## src/rtl/rtc_bus_scheduler.sv

```systemverilog
`default_nettype none
// ============================================================================
//  Module   : rtc_bus_scheduler
//  Purpose  : Arbitrates RTC register-bus traffic between a periodic 11-register
//             read sweep and user single-register writes, one transaction at a time.
//  Revision : 1.0  initial release
// ============================================================================
module rtc_bus_scheduler #(
   parameter logic [15:0] READ_PERIOD = 16'd50000,
   parameter logic [11:0] TIMEOUT     = 12'd1024
) (
   input  logic       clk,
   input  logic       reset,
   input  logic       wr_req,
   input  logic [7:0] wr_addr,
   input  logic [7:0] wr_data,
   output logic       wr_ack,
   output logic       bus_start,
   output logic       bus_rw,
   output logic [7:0] bus_addr,
   output logic [7:0] bus_wdata,
   input  logic       bus_done,
   input  logic [7:0] bus_rdata,
   output logic       rd_valid,
   output logic [7:0] rd_addr,
   output logic [7:0] rd_data,
   output logic       sweep_done,
   output logic       busy,
   output logic       timeout_err
);

   typedef enum logic [1:0] {
      IDLE   = 2'd0,
      ISSUE  = 2'd1,
      WAIT   = 2'd2,
      FINISH = 2'd3
   } state_t;

   localparam logic [3:0] c_last_idx = 4'd10;

   state_t      state_q,   state_d;
   logic [15:0] period_q,  period_d;
   logic        pending_q, pending_d;
   logic [3:0]  idx_q,     idx_d;
   logic [11:0] wait_q,    wait_d;
   logic        rw_q,      rw_d;
   logic [7:0]  addr_q,    addr_d;
   logic [7:0]  wdata_q,   wdata_d;
   logic [7:0]  rdata_q,   rdata_d;
   logic        abort_q,   abort_d;
   logic        sdone_q,   sdone_d;

   logic [7:0]  w_sweep_addr;
   logic        w_period_wrap;
   logic        w_finish;

   always_comb begin
      case (idx_q)
         4'd0:    w_sweep_addr = 8'h21;
         4'd1:    w_sweep_addr = 8'h22;
         4'd2:    w_sweep_addr = 8'h23;
         4'd3:    w_sweep_addr = 8'h24;
         4'd4:    w_sweep_addr = 8'h25;
         4'd5:    w_sweep_addr = 8'h26;
         4'd6:    w_sweep_addr = 8'h27;
         4'd7:    w_sweep_addr = 8'h28;
         4'd8:    w_sweep_addr = 8'h41;
         4'd9:    w_sweep_addr = 8'h42;
         default: w_sweep_addr = 8'h43;
      endcase
   end

   assign w_period_wrap = (period_q == READ_PERIOD - 16'd1);
   assign period_d      = w_period_wrap ? 16'd0 : period_q + 16'd1;

   always_comb begin
      state_d   = state_q;
      pending_d = pending_q;
      idx_d     = idx_q;
      wait_d    = wait_q;
      rw_d      = rw_q;
      addr_d    = addr_q;
      wdata_d   = wdata_q;
      rdata_d   = rdata_q;
      abort_d   = abort_q;
      sdone_d   = 1'b0;
      case (state_q)
         IDLE: begin
            if (wr_req) begin
               addr_d  = wr_addr;
               wdata_d = wr_data;
               rw_d    = 1'b0;
               state_d = ISSUE;
            end else if (pending_q) begin
               addr_d  = w_sweep_addr;
               rw_d    = 1'b1;
               state_d = ISSUE;
            end
         end
         ISSUE: begin
            wait_d  = 12'd0;
            abort_d = 1'b0;
            state_d = WAIT;
         end
         WAIT: begin
            if (bus_done) begin
               rdata_d = bus_rdata;
               state_d = FINISH;
            end else if (wait_q == TIMEOUT - 12'd1) begin
               abort_d = 1'b1;
               state_d = FINISH;
            end else begin
               wait_d = wait_q + 12'd1;
            end
         end
         FINISH: begin
            state_d = IDLE;
            // Aborted reads still consume their slot so a dead register cannot stall the sweep
            if (rw_q) begin
               if (idx_q == c_last_idx) begin
                  idx_d     = 4'd0;
                  pending_d = 1'b0;
                  sdone_d   = 1'b1;
               end else begin
                  idx_d = idx_q + 4'd1;
               end
            end
         end
         default: state_d = IDLE;
      endcase
      if (w_period_wrap) begin
         pending_d = 1'b1;
      end
   end

   always_ff @(posedge clk) begin
      if (reset) begin
         state_q   <= IDLE;
         period_q  <= 16'd0;
         pending_q <= 1'b0;
         idx_q     <= 4'd0;
         wait_q    <= 12'd0;
         rw_q      <= 1'b0;
         addr_q    <= 8'h00;
         wdata_q   <= 8'h00;
         rdata_q   <= 8'h00;
         abort_q   <= 1'b0;
         sdone_q   <= 1'b0;
      end else begin
         state_q   <= state_d;
         period_q  <= period_d;
         pending_q <= pending_d;
         idx_q     <= idx_d;
         wait_q    <= wait_d;
         rw_q      <= rw_d;
         addr_q    <= addr_d;
         wdata_q   <= wdata_d;
         rdata_q   <= rdata_d;
         abort_q   <= abort_d;
         sdone_q   <= sdone_d;
      end
   end

   assign w_finish    = (state_q == FINISH);
   assign bus_start   = (state_q == ISSUE);
   assign busy        = (state_q != IDLE);
   assign bus_rw      = rw_q;
   assign bus_addr    = addr_q;
   assign bus_wdata   = wdata_q;
   assign wr_ack      = w_finish & ~rw_q;
   assign rd_valid    = w_finish & rw_q & ~abort_q;
   assign timeout_err = w_finish & abort_q;
   assign rd_addr     = addr_q;
   assign rd_data     = rdata_q;
   // Registered, so it follows the FINISH of register 0x43 by one cycle
   assign sweep_done  = sdone_q;

endmodule
`default_nettype wire

```

## config.mk

```make
export PLATFORM = sky130hd
export DESIGN_NAME = rtc_bus_scheduler
export DESIGN_NICKNAME = d
export VERILOG_FILES = /design/src/rtl/rtc_bus_scheduler.sv
export SDC_FILE = /design/constraint.sdc
export NUM_CORES = 1
export LEC_CHECK = 0
export ABC_CLOCK_PERIOD_IN_PS = 2700
export CORE_MARGIN = 8
export CORE_UTILIZATION = 40
export DETAILED_ROUTE_END_ITERATION = 8
export GPL_TIMING_DRIVEN = 0
export PLACE_DENSITY = 0.65
export SYNTH_ARGS = -nofsm -noshare
export SYNTH_HDL_FRONTEND = slang
export SYNTH_SLANG_ARGS = --single-unit
```

## constraint.sdc

```tcl
create_clock -name clk -period 2.7 [get_ports clk]
set_input_delay 0.54 -clock clk [delete_from_list [all_inputs] [get_ports clk]]
set_output_delay 0.54 -clock clk [all_outputs]
set_load 0.05 [all_outputs]
```

==> flow_summary.json, run 1 <==
{
  "start_util_pct": 40.9,
  "rows": 32,
  "required_ns": 2.16,
  "num-nets-final": 481,
  "grt_pass1_wl_um": 13300,
  "die_h_um": 105,
  "critPathMostFrequentCell": "inv_1",
  "drt-total-wl_um": 8020,
  "netlist_instances": 368,
  "via_count": 2857,
  "crit_type": "reg -> out",
  "core_mm2": 0.00769,
  "synthFlopType": "dfxtp_1",
  "cp-end-kind": "primary output",
  "setup_tns_ns": 0,
  "cts_buffers": 9,
  "fmax_ghz": 0.391,
  "swShare_pct": 37.5,
  "cts_root_buf": "clkbuf_8",
  "p_int_uw": 2170,
  "worstMarginPinSlew_ns": 0.714,
  "async_flop_share_pct": 0,
  "ys_types": 57,
  "grt_max_degree": 13,
  "die_x_um": 105,
  "synth_area_leader_cell": "dfxtp_1",
  "synth_area_mm2": 0.00314,
  "htreeDepth": 3,
  "pin_count": 67,
  "antenna_found_initial": 0,
  "crit_fanout": 7,
  "clkSinkCount": 68,
  "pre_cts_slack_ns": 0.343,
  "ir_worst_vdd_v": 0.000351,
  "regArea_mm2": 0.00136,
  "clk_pin_slew_ns": 0.08,
  "diodes": 0,
  "leakagePower_uw": 0.00152,
  "fin_skew_ns": 0.00909,
  "placed_area_mm2": 0.00391,
  "slew_viol_final": 0,
  "clockPowerShare_pct": 31.0,
  "wl_per_cell_um": 14.6,
  "dr.pass1.iters": 4,
  "slowest_delay_ns": 0.82,
  "drive_gt1_share_pct": 6.25,
  "fillers": 720,
  "grt_pass1_vias": 2795,
  "syn2layout_area_growth_pct": 32.6,
  "synth_seq_area_share_pct": 43.3,
  "design_area_mm2": 0.00417,
  "syn_avg_cell_area_um2": 8.54,
  "post_cts_buffers": 0,
  "slew_headroom_pct": 51.6,
  "synth-edff-count": 0,
  "grt-ovfl-total": 0,
  "ys_ff_latch": 68,
  "clk_latency_ns": 0.34,
  "min_period_over_period_pct": 94.8,
  "yosys.area.top_type_share_pct": 43.3,
  "grt_usage_pct": 14.4,
  "multiInputGateArea_mm2": 0.00160,
  "p_sw_uw": 1300,
  "place_hpwl_um": 5920,
  "hold_viol_final": 0,
  "crit_chain": "inv_1 > ha_1 > inv_1 > clkdlybuf4s50_1",
  "gp_congestion": 0.836,
  "synth_area_leaders": "dfxtp_1 43%, nand2_1 5.5%, a21oi_1 4.5%",
  "drc": 0,
  "cts_tree": "yes",
  "port_buffers": 64,
  "hold_class": "reg -> reg",
  "syn-num-nets": 406,
  "status": "finished, final reports clean",
  "pwr-share-comb_pct": 36.0,
  "pwr-share-seq_pct": 33.1,
  "setup_ws_ns": 0.140,
  "finalCriticalPeriod_ns": 2.56,
  "yosysWarnings": 0,
  "drv_cap": 0,
  "viasPerCell": 5.19,
  "detail_route.iter0.violations": 107,
  "rsz0062_at_grt": "false",
  "die_area_mm2": 0.0109,
  "cp_data_arrival_time_ns": 2.02,
  "cp_slowest_cell": "clkdlybuf4s50_1",
  "drtAntennaViolNets": 0,
  "p_per_area_mw_per_mm2": 832,
  "start_kind": "flip-flop",
  "clock_path_buffers": 2,
  "setup_violations": 0
}
## power groups by stage
stage	combinational (µW)	sequential (µW)	clock [µW]
detailed placement	1250	1170	0
global placement	1250	1170	0
floorplan	620	1390	0
global route	1340	1160	1130
finish	1250	1150	1070
CTS	1260	1150	1080
## cell usage after synthesis, types with 7 or more instances
cell type / number
clkbuf_1: 14
a211oi_1: 7
inv_1: 14
nand2_1: 46
dfxtp_1: 68
ha_1: 10
nor3_1: 7
nand4_1: 8
nand3_1: 20
nor2_1: 32
and3_1: 7
mux2i_1: 7
buf_4: 9
xor2_1: 8
a21oi_1: 28
## area by class of cell
| cell class | count | area share [%] |
|---|---|---|
| clock inverters | 5 | 2.55 |
| well taps | 102 | 3.06 |
| inverters | 14 | 1.26 |
| flip-flops and latches | 68 | 32.7 |
| repair buffers | 64 | 15.3 |
| plain buffers | 24 | 3.00 |
| multi-input cells | 262 | 38.5 |
| clock buffers | 11 | 3.63 |
## worst max-delay path, delay by kind of cell (launching register included)
kind	cells	cell delay [ns]
buffers and inverters	3	1.01
adders and majority gates	1	0.29
DFF	1	0.38
## layout by cell type, fill, tap and decap left out, types with 5 or more instances in the layout
cell type / count
clkdlybuf4s50_1: 63
xor2_1: 8
ha_1: 10
xnor2_1: 6
or3_1: 5
clkbuf_1: 14
nand3_1: 20
nand2_1: 46
nand4_1: 8
a31oi_1: 6
a21oi_1: 28
nand2b_1: 6
nor3_1: 7
inv_1: 14
and3_1: 7
dfxtp_1: 68
clkbuf_8: 11
a211oi_1: 7
buf_4: 9
mux2i_1: 7
nor2_1: 32
## sequential cells by signal, summed over array words and instances (netlist names), 2 cells and up
register / cells
state_q: 2
rd_data: 8
idx_q: 4
period_q: 16
wait_q: 12
w_sweep_addr: 6
bus_addr: 8
bus_wdata: 8
## stage by stage
stage / util (%) / hold slack (ns) / cells / power, µW
after CTS: 54.2 / 0.457 / 550 / 3490
after floorplan: - / 0.426 / 368 / 2010
after global placement: 50.9 / 0.439 / 534 / 2410
after detailed placement: 50.9 / 0.446 / 534 / 2430
final: 54.2 / 0.454 / 550 / 3470
after global routing: 54.2 / 0.482 / 550 / 3620
## metal layers
metal	up-vias	routed length, µm	GRT usage [%]	part of all wire (%)
met2	70	3800	24.1	47
met5	-	0	0	0
met3	4	373	3.07	4.7
li1	1453	-	-	-
met4	0	42	5.61	0.52
met1	1330	3790	17.6	47
## timing repair
item	4_1_cts	5_1_grt
setup endpoints to repair	1	0
gates resized for setup	1	0
hold buffers	0	0
## final timing paths
path / from / end / slack (ns) / cells after the start
hold reg to reg: rd_data[0] / rd_data[0] / 0.45 / 2
hold / removal: rd_data[0] / rd_data[0] / 0.45 / 2
setup reg to reg: state_q[0] / w_sweep_addr[2] / 0.53 / 6
setup / recovery: state_q[0] / busy / 0.14 / 4
## cell families after synthesis
family                   synth area share, %
XOR/XNOR                                3.90
multiplexers                            2.59
buffers and inverters                   5.65
adder cells (fa/ha/maj)                 3.98
flip-flops                              43.3
AO/OA/AOI/OAI                           15.3
AND/OR/NAND/NOR                         25.3
Note: power is estimated with default switching activity, not from simulation.
==> run 2, diff against run 1 <==
ABC_CLOCK_PERIOD_IN_PS = 3200   (was 2700)
DONT_BUFFER_PORTS = 1   (was default)
PLACE_DENSITY = default   (was 0.65)
SLEW_MARGIN = 20   (was default)
clock period = 3.2 ns   (was 2.7 ns; I/O delays follow)
==> run 2 against run 1 <==
Non-clock buffer count decreased by 64; routed wire length down 6.1%; count of clock-buffer cells in the layout down 2; sequential power is essentially flat; global-route usage down 0.31 points; clock power decreased by 35%; critical path type unchanged; largest power group is now sequential cells.
==> flow_summary.json, run 2 (synthesis results as in run 1) <==
{
  "htreeDepth": 3,
  "post_cts_buffers": 0,
  "final_cell_mix": "68 x dfxtp_1, 46 x nand2_1, 32 x nor2_1",
  "dp.cells": 470,
  "grt-ovfl-total": 0,
  "slew_headroom_pct": 37.1,
  "drc": 0,
  "leakagePower_uw": 0.00126,
  "clkSinkCount": 68,
  "regMostFlops": "period_q",
  "largest_reg_flops": 16,
  "drv_cap": 0,
  "setup_violations": 0,
  "dr.pass1.iters": 4,
  "rows": 32,
  "required_ns": 2.56,
  "ctsHoldBuffers": 0,
  "min_period_over_period_pct": 89.7,
  "hold_viol_final": 0,
  "cts_tree": "yes",
  "grt_pass1_wl_um": 12700,
  "place_hpwl_um": 5480,
  "finalCriticalPeriod_ns": 2.87,
  "die_h_um": 105,
  "via_count": 2589,
  "port_buffers": 0,
  "fmax_ghz": 0.348,
  "p_per_area_mw_per_mm2": 726,
  "setup_tns_ns": 0,
  "pre_cts_slack_ns": 0.679,
  "pin_count": 67,
  "final_util_pct": 45.0,
  "ir_worst_vdd_v": 0.000227,
  "rsz0062_at_grt": "false",
  "crit_type": "reg -> out",
  "clk_pin_slew_ns": 0.08,
  "viasPerCell": 5.33,
  "hold_class": "in -> reg",
  "detail_route.iter0.violations": 192,
  "clk_latency_ns": 0.34,
  "core_mm2": 0.00769,
  "antenna_found_initial": 0,
  "drive_gt1_share_pct": 7.29,
  "regArea_mm2": 0.00136,
  "worstMarginPinSlew_ns": 0.941,
  "die_area_mm2": 0.0109,
  "layout_commonest_cell": "dfxtp_1",
  "grt_max_degree": 13,
  "instances_no_fill": 486,
  "fillers": 780,
  "fin_skew_ns": 0.00495,
  "crit_fanout": 8,
  "gp_congestion": 0.844,
  "syn2layout_area_growth_pct": 10.1,
  "top_regs": "period_q: 16 flops, wait_q: 12 flops",
  "status": "finished, final reports clean",
  "multiInputGateArea_mm2": 0.00160,
  "num-nets-final": 417,
  "cts_resized": 0,
  "setup_ws_ns": 0.329,
  "cp-end-kind": "primary output",
  "start_util_pct": 40.9,
  "grt_usage_pct": 14.1,
  "power_uw": 2510,
  "diodes": 0,
  "slew_viol_final": 0,
  "cts_buffers": 9,
  "wl_per_cell_um": 15.5,
  "die_x_um": 105,
  "cp_data_arrival_time_ns": 2.23,
  "cts_root_buf": "clkbuf_8",
  "start_kind": "flip-flop",
  "drt-total-wl_um": 7520,
  "clock_path_buffers": 2,
  "drtAntennaViolNets": 0,
  "grt_pass1_vias": 2551
}
[run 2: changes by cell type in the layout (fill, tap and decap cells not counted), sizes merged]
| cell | before | now |
|---|---|---|
| clkdlybuf4s50 | 63 | 0 |
| clkinv | 0 | 4 |
| bufinv | 3 | 1 |
| clkbuf | 25 | 23 |
| dlygate4sd2 | 1 | 0 |
[run 2: area by class of cell]
| class | count | area share (%) |
|---|---|---|
| clock buffer | 9 | 3.58 |
| clock inverter | 7 | 1.92 |
| inverter | 14 | 1.52 |
| tap | 102 | 3.69 |
| buffer | 24 | 3.62 |
| sequential | 68 | 39.3 |
| multi-input combinational | 262 | 46.3 |
[run 2: final timing paths]
check,endpoint,startpoint,cells after the start,slack (ns)
min,bus_wdata[2],wr_data[2],2,0.42
max,rd_valid,bus_rw,2,0.33
min reg2reg,period_q[0],period_q[0],1,0.46
max reg2reg,w_sweep_addr[2],bus_rw,5,0.70
[run 2: worst max-delay path, cell delays in order (launching register included)]
cell and delay (ns):
dfxtp_1 0.78, nand2_1 0.33, nor2_1 0.77
[run 2: per-stage QoR]
stage / hold slack (ns) / instance area [µm²]
after floorplan: 0.426 / 3140
after global placement: 0.440 / 3270
after detailed placement: 0.450 / 3270
after CTS: 0.404 / 3460
after global routing: 0.399 / 3460
final: 0.421 / 3460
[run 2: where the power goes]
group	switching, µW	total [µW]	leakage (µW)	internal, µW
logic	480	649	0.000606	169
clock network	335	691	0.0000992	357
registers	253	1170	0.000552	919
total	1070	2510	0.00126	1440
[run 2: layer usage]
metal / track usage (%) / up-vias / routed length, µm / part of all wire, %
met5: 0 / - / 0 / 0
met4: 5.20 / 0 / 109 / 1.4
met3: 5.04 / 11 / 550 / 7.3
met2: 22.8 / 71 / 3500 / 46
met1: 16.7 / 1186 / 3370 / 45
li1: - / 1321 / - / -
==> run 3, diff against run 2 <==
DONT_BUFFER_PORTS = default   (was 1)
PLACE_DENSITY = 0.65   (was default)
==> run 3 against run 2 <==
Utilization increased by 9.2 points; cell count increased by 13%; power is 16% higher; global-route usage up 0.31 points; count of clock-buffer cells in the layout grew 2; die area did not move; fmax grew 1.3%; critical endpoint unchanged.
==> flow_summary.json, run 3 (synthesis results as in run 1) <==
{
  "leakagePower_uw": 0.00152,
  "syn2layout_area_growth_pct": 32.6,
  "drt-total-wl_um": 8020,
  "p_per_area_mw_per_mm2": 702,
  "grt_pass1_vias": 2795,
  "cts_buffers": 9,
  "min_period_over_period_pct": 88.6,
  "post_cts_buffers": 0,
  "drc": 0,
  "diodes": 0,
  "rows": 32,
  "gp_congestion": 0.836,
  "cts_tree": "yes",
  "regMostFlops": "period_q",
  "viasPerCell": 5.19,
  "core_mm2": 0.00769,
  "crit_fanout": 7,
  "drv_cap": 0,
  "htreeDepth": 3,
  "via_count": 2857,
  "die_area_mm2": 0.0109,
  "antenna_found_initial": 0,
  "ctsHoldBuffers": 0,
  "drive_gt1_share_pct": 6.25,
  "clkSinkCount": 68,
  "ir_worst_vdd_v": 0.000296,
  "drtAntennaViolNets": 0,
  "start_kind": "flip-flop",
  "cts_root_buf": "clkbuf_8",
  "pin_count": 67,
  "pre_cts_slack_ns": 0.743,
  "wl_per_cell_um": 14.6,
  "top_regs": "period_q: 16 flops, wait_q: 12 flops",
  "hold_class": "reg -> reg",
  "slew_headroom_pct": 51.6,
  "slew_viol_final": 0,
  "detail_route.iter0.violations": 107,
  "cp_data_arrival_time_ns": 2.20,
  "num-nets-final": 481,
  "clk_pin_slew_ns": 0.08,
  "final_cell_mix": "68 x dfxtp_1, 64 x clkdlybuf4s50_1, 46 x nand2_1",
  "clk_latency_ns": 0.34,
  "grt-ovfl-total": 0,
  "hold_viol_final": 0,
  "setup_violations": 0,
  "grt_usage_pct": 14.4,
  "port_buffers": 64,
  "required_ns": 2.56,
  "worst_hold_slack_ns": 0.454,
  "layout_commonest_cell": "dfxtp_1",
  "clock_path_buffers": 2,
  "crit_type": "reg -> out",
  "setup_tns_ns": 0,
  "die_h_um": 105,
  "grt_pass1_wl_um": 13300,
  "largest_reg_flops": 16,
  "cts_resized": 0,
  "setup_ws_ns": 0.365,
  "worstMarginPinSlew_ns": 0.714,
  "dr.pass1.iters": 4,
  "status": "finished, final reports clean",
  "die_x_um": 105,
  "grt_max_degree": 13,
  "fin_skew_ns": 0.00909,
  "place_hpwl_um": 5920,
  "fmax_ghz": 0.353,
  "finalCriticalPeriod_ns": 2.84,
  "start_util_pct": 40.9,
  "cp-end-kind": "primary output",
  "rsz0062_at_grt": "false"
}
-- run 3: worst max-delay path, stage by stage (launching register included) --
cell	delay, ns
dfxtp_1	0.38
ha_1	0.30
nand2_1	0.21
nor2_1	0.15
clkdlybuf4s50_1	0.82
-- run 3: power by group --
part           switching [µW]  internal, µW
clock network             342           564
registers                49.0           919
logic                     706           346
total                    1100          1830
-- run 3: final cells by class --
class	count	area, µm²
fillers	719	3520
flip-flops and latches	68	1360
inverters	14	52.6
well taps	102	128
multi-input cells	262	1600
plain buffers	24	125
repair buffers	64	641
clock inverters	5	106
clock buffers	11	151
-- run 3: worst paths after layout --
path,start,endpoint,slack (ns),cells after the start
setup reg to reg,state_q[0],w_sweep_addr[2],1.03,6
hold / removal,rd_data[0],rd_data[0],0.45,2
setup / recovery,state_q[0],rd_valid,0.36,4
hold reg to reg,rd_data[0],rd_data[0],0.45,2
-- run 3: per-stage QoR --
| step | utilization [%] | total power, µW | instances | cell area [µm²] |
|---|---|---|---|---|
| after global placement | 50.9 | 2040 | 534 | 3910 |
| after detailed placement | 50.9 | 2050 | 534 | 3910 |
| final | 54.2 | 2920 | 550 | 4170 |
| after CTS | 54.2 | 2950 | 550 | 4170 |
| after global routing | 54.2 | 3060 | 550 | 4170 |
| after floorplan | - | 1700 | 368 | 3140 |
-- run 3: layer usage --
layer,global-route usage [%],vias up,wire length [µm]
met1,17.6,1330,3800
met2,24.1,70,3800
met3,3.07,4,373
li1,-,1453,-
met5,0,-,0
met4,5.61,0,42
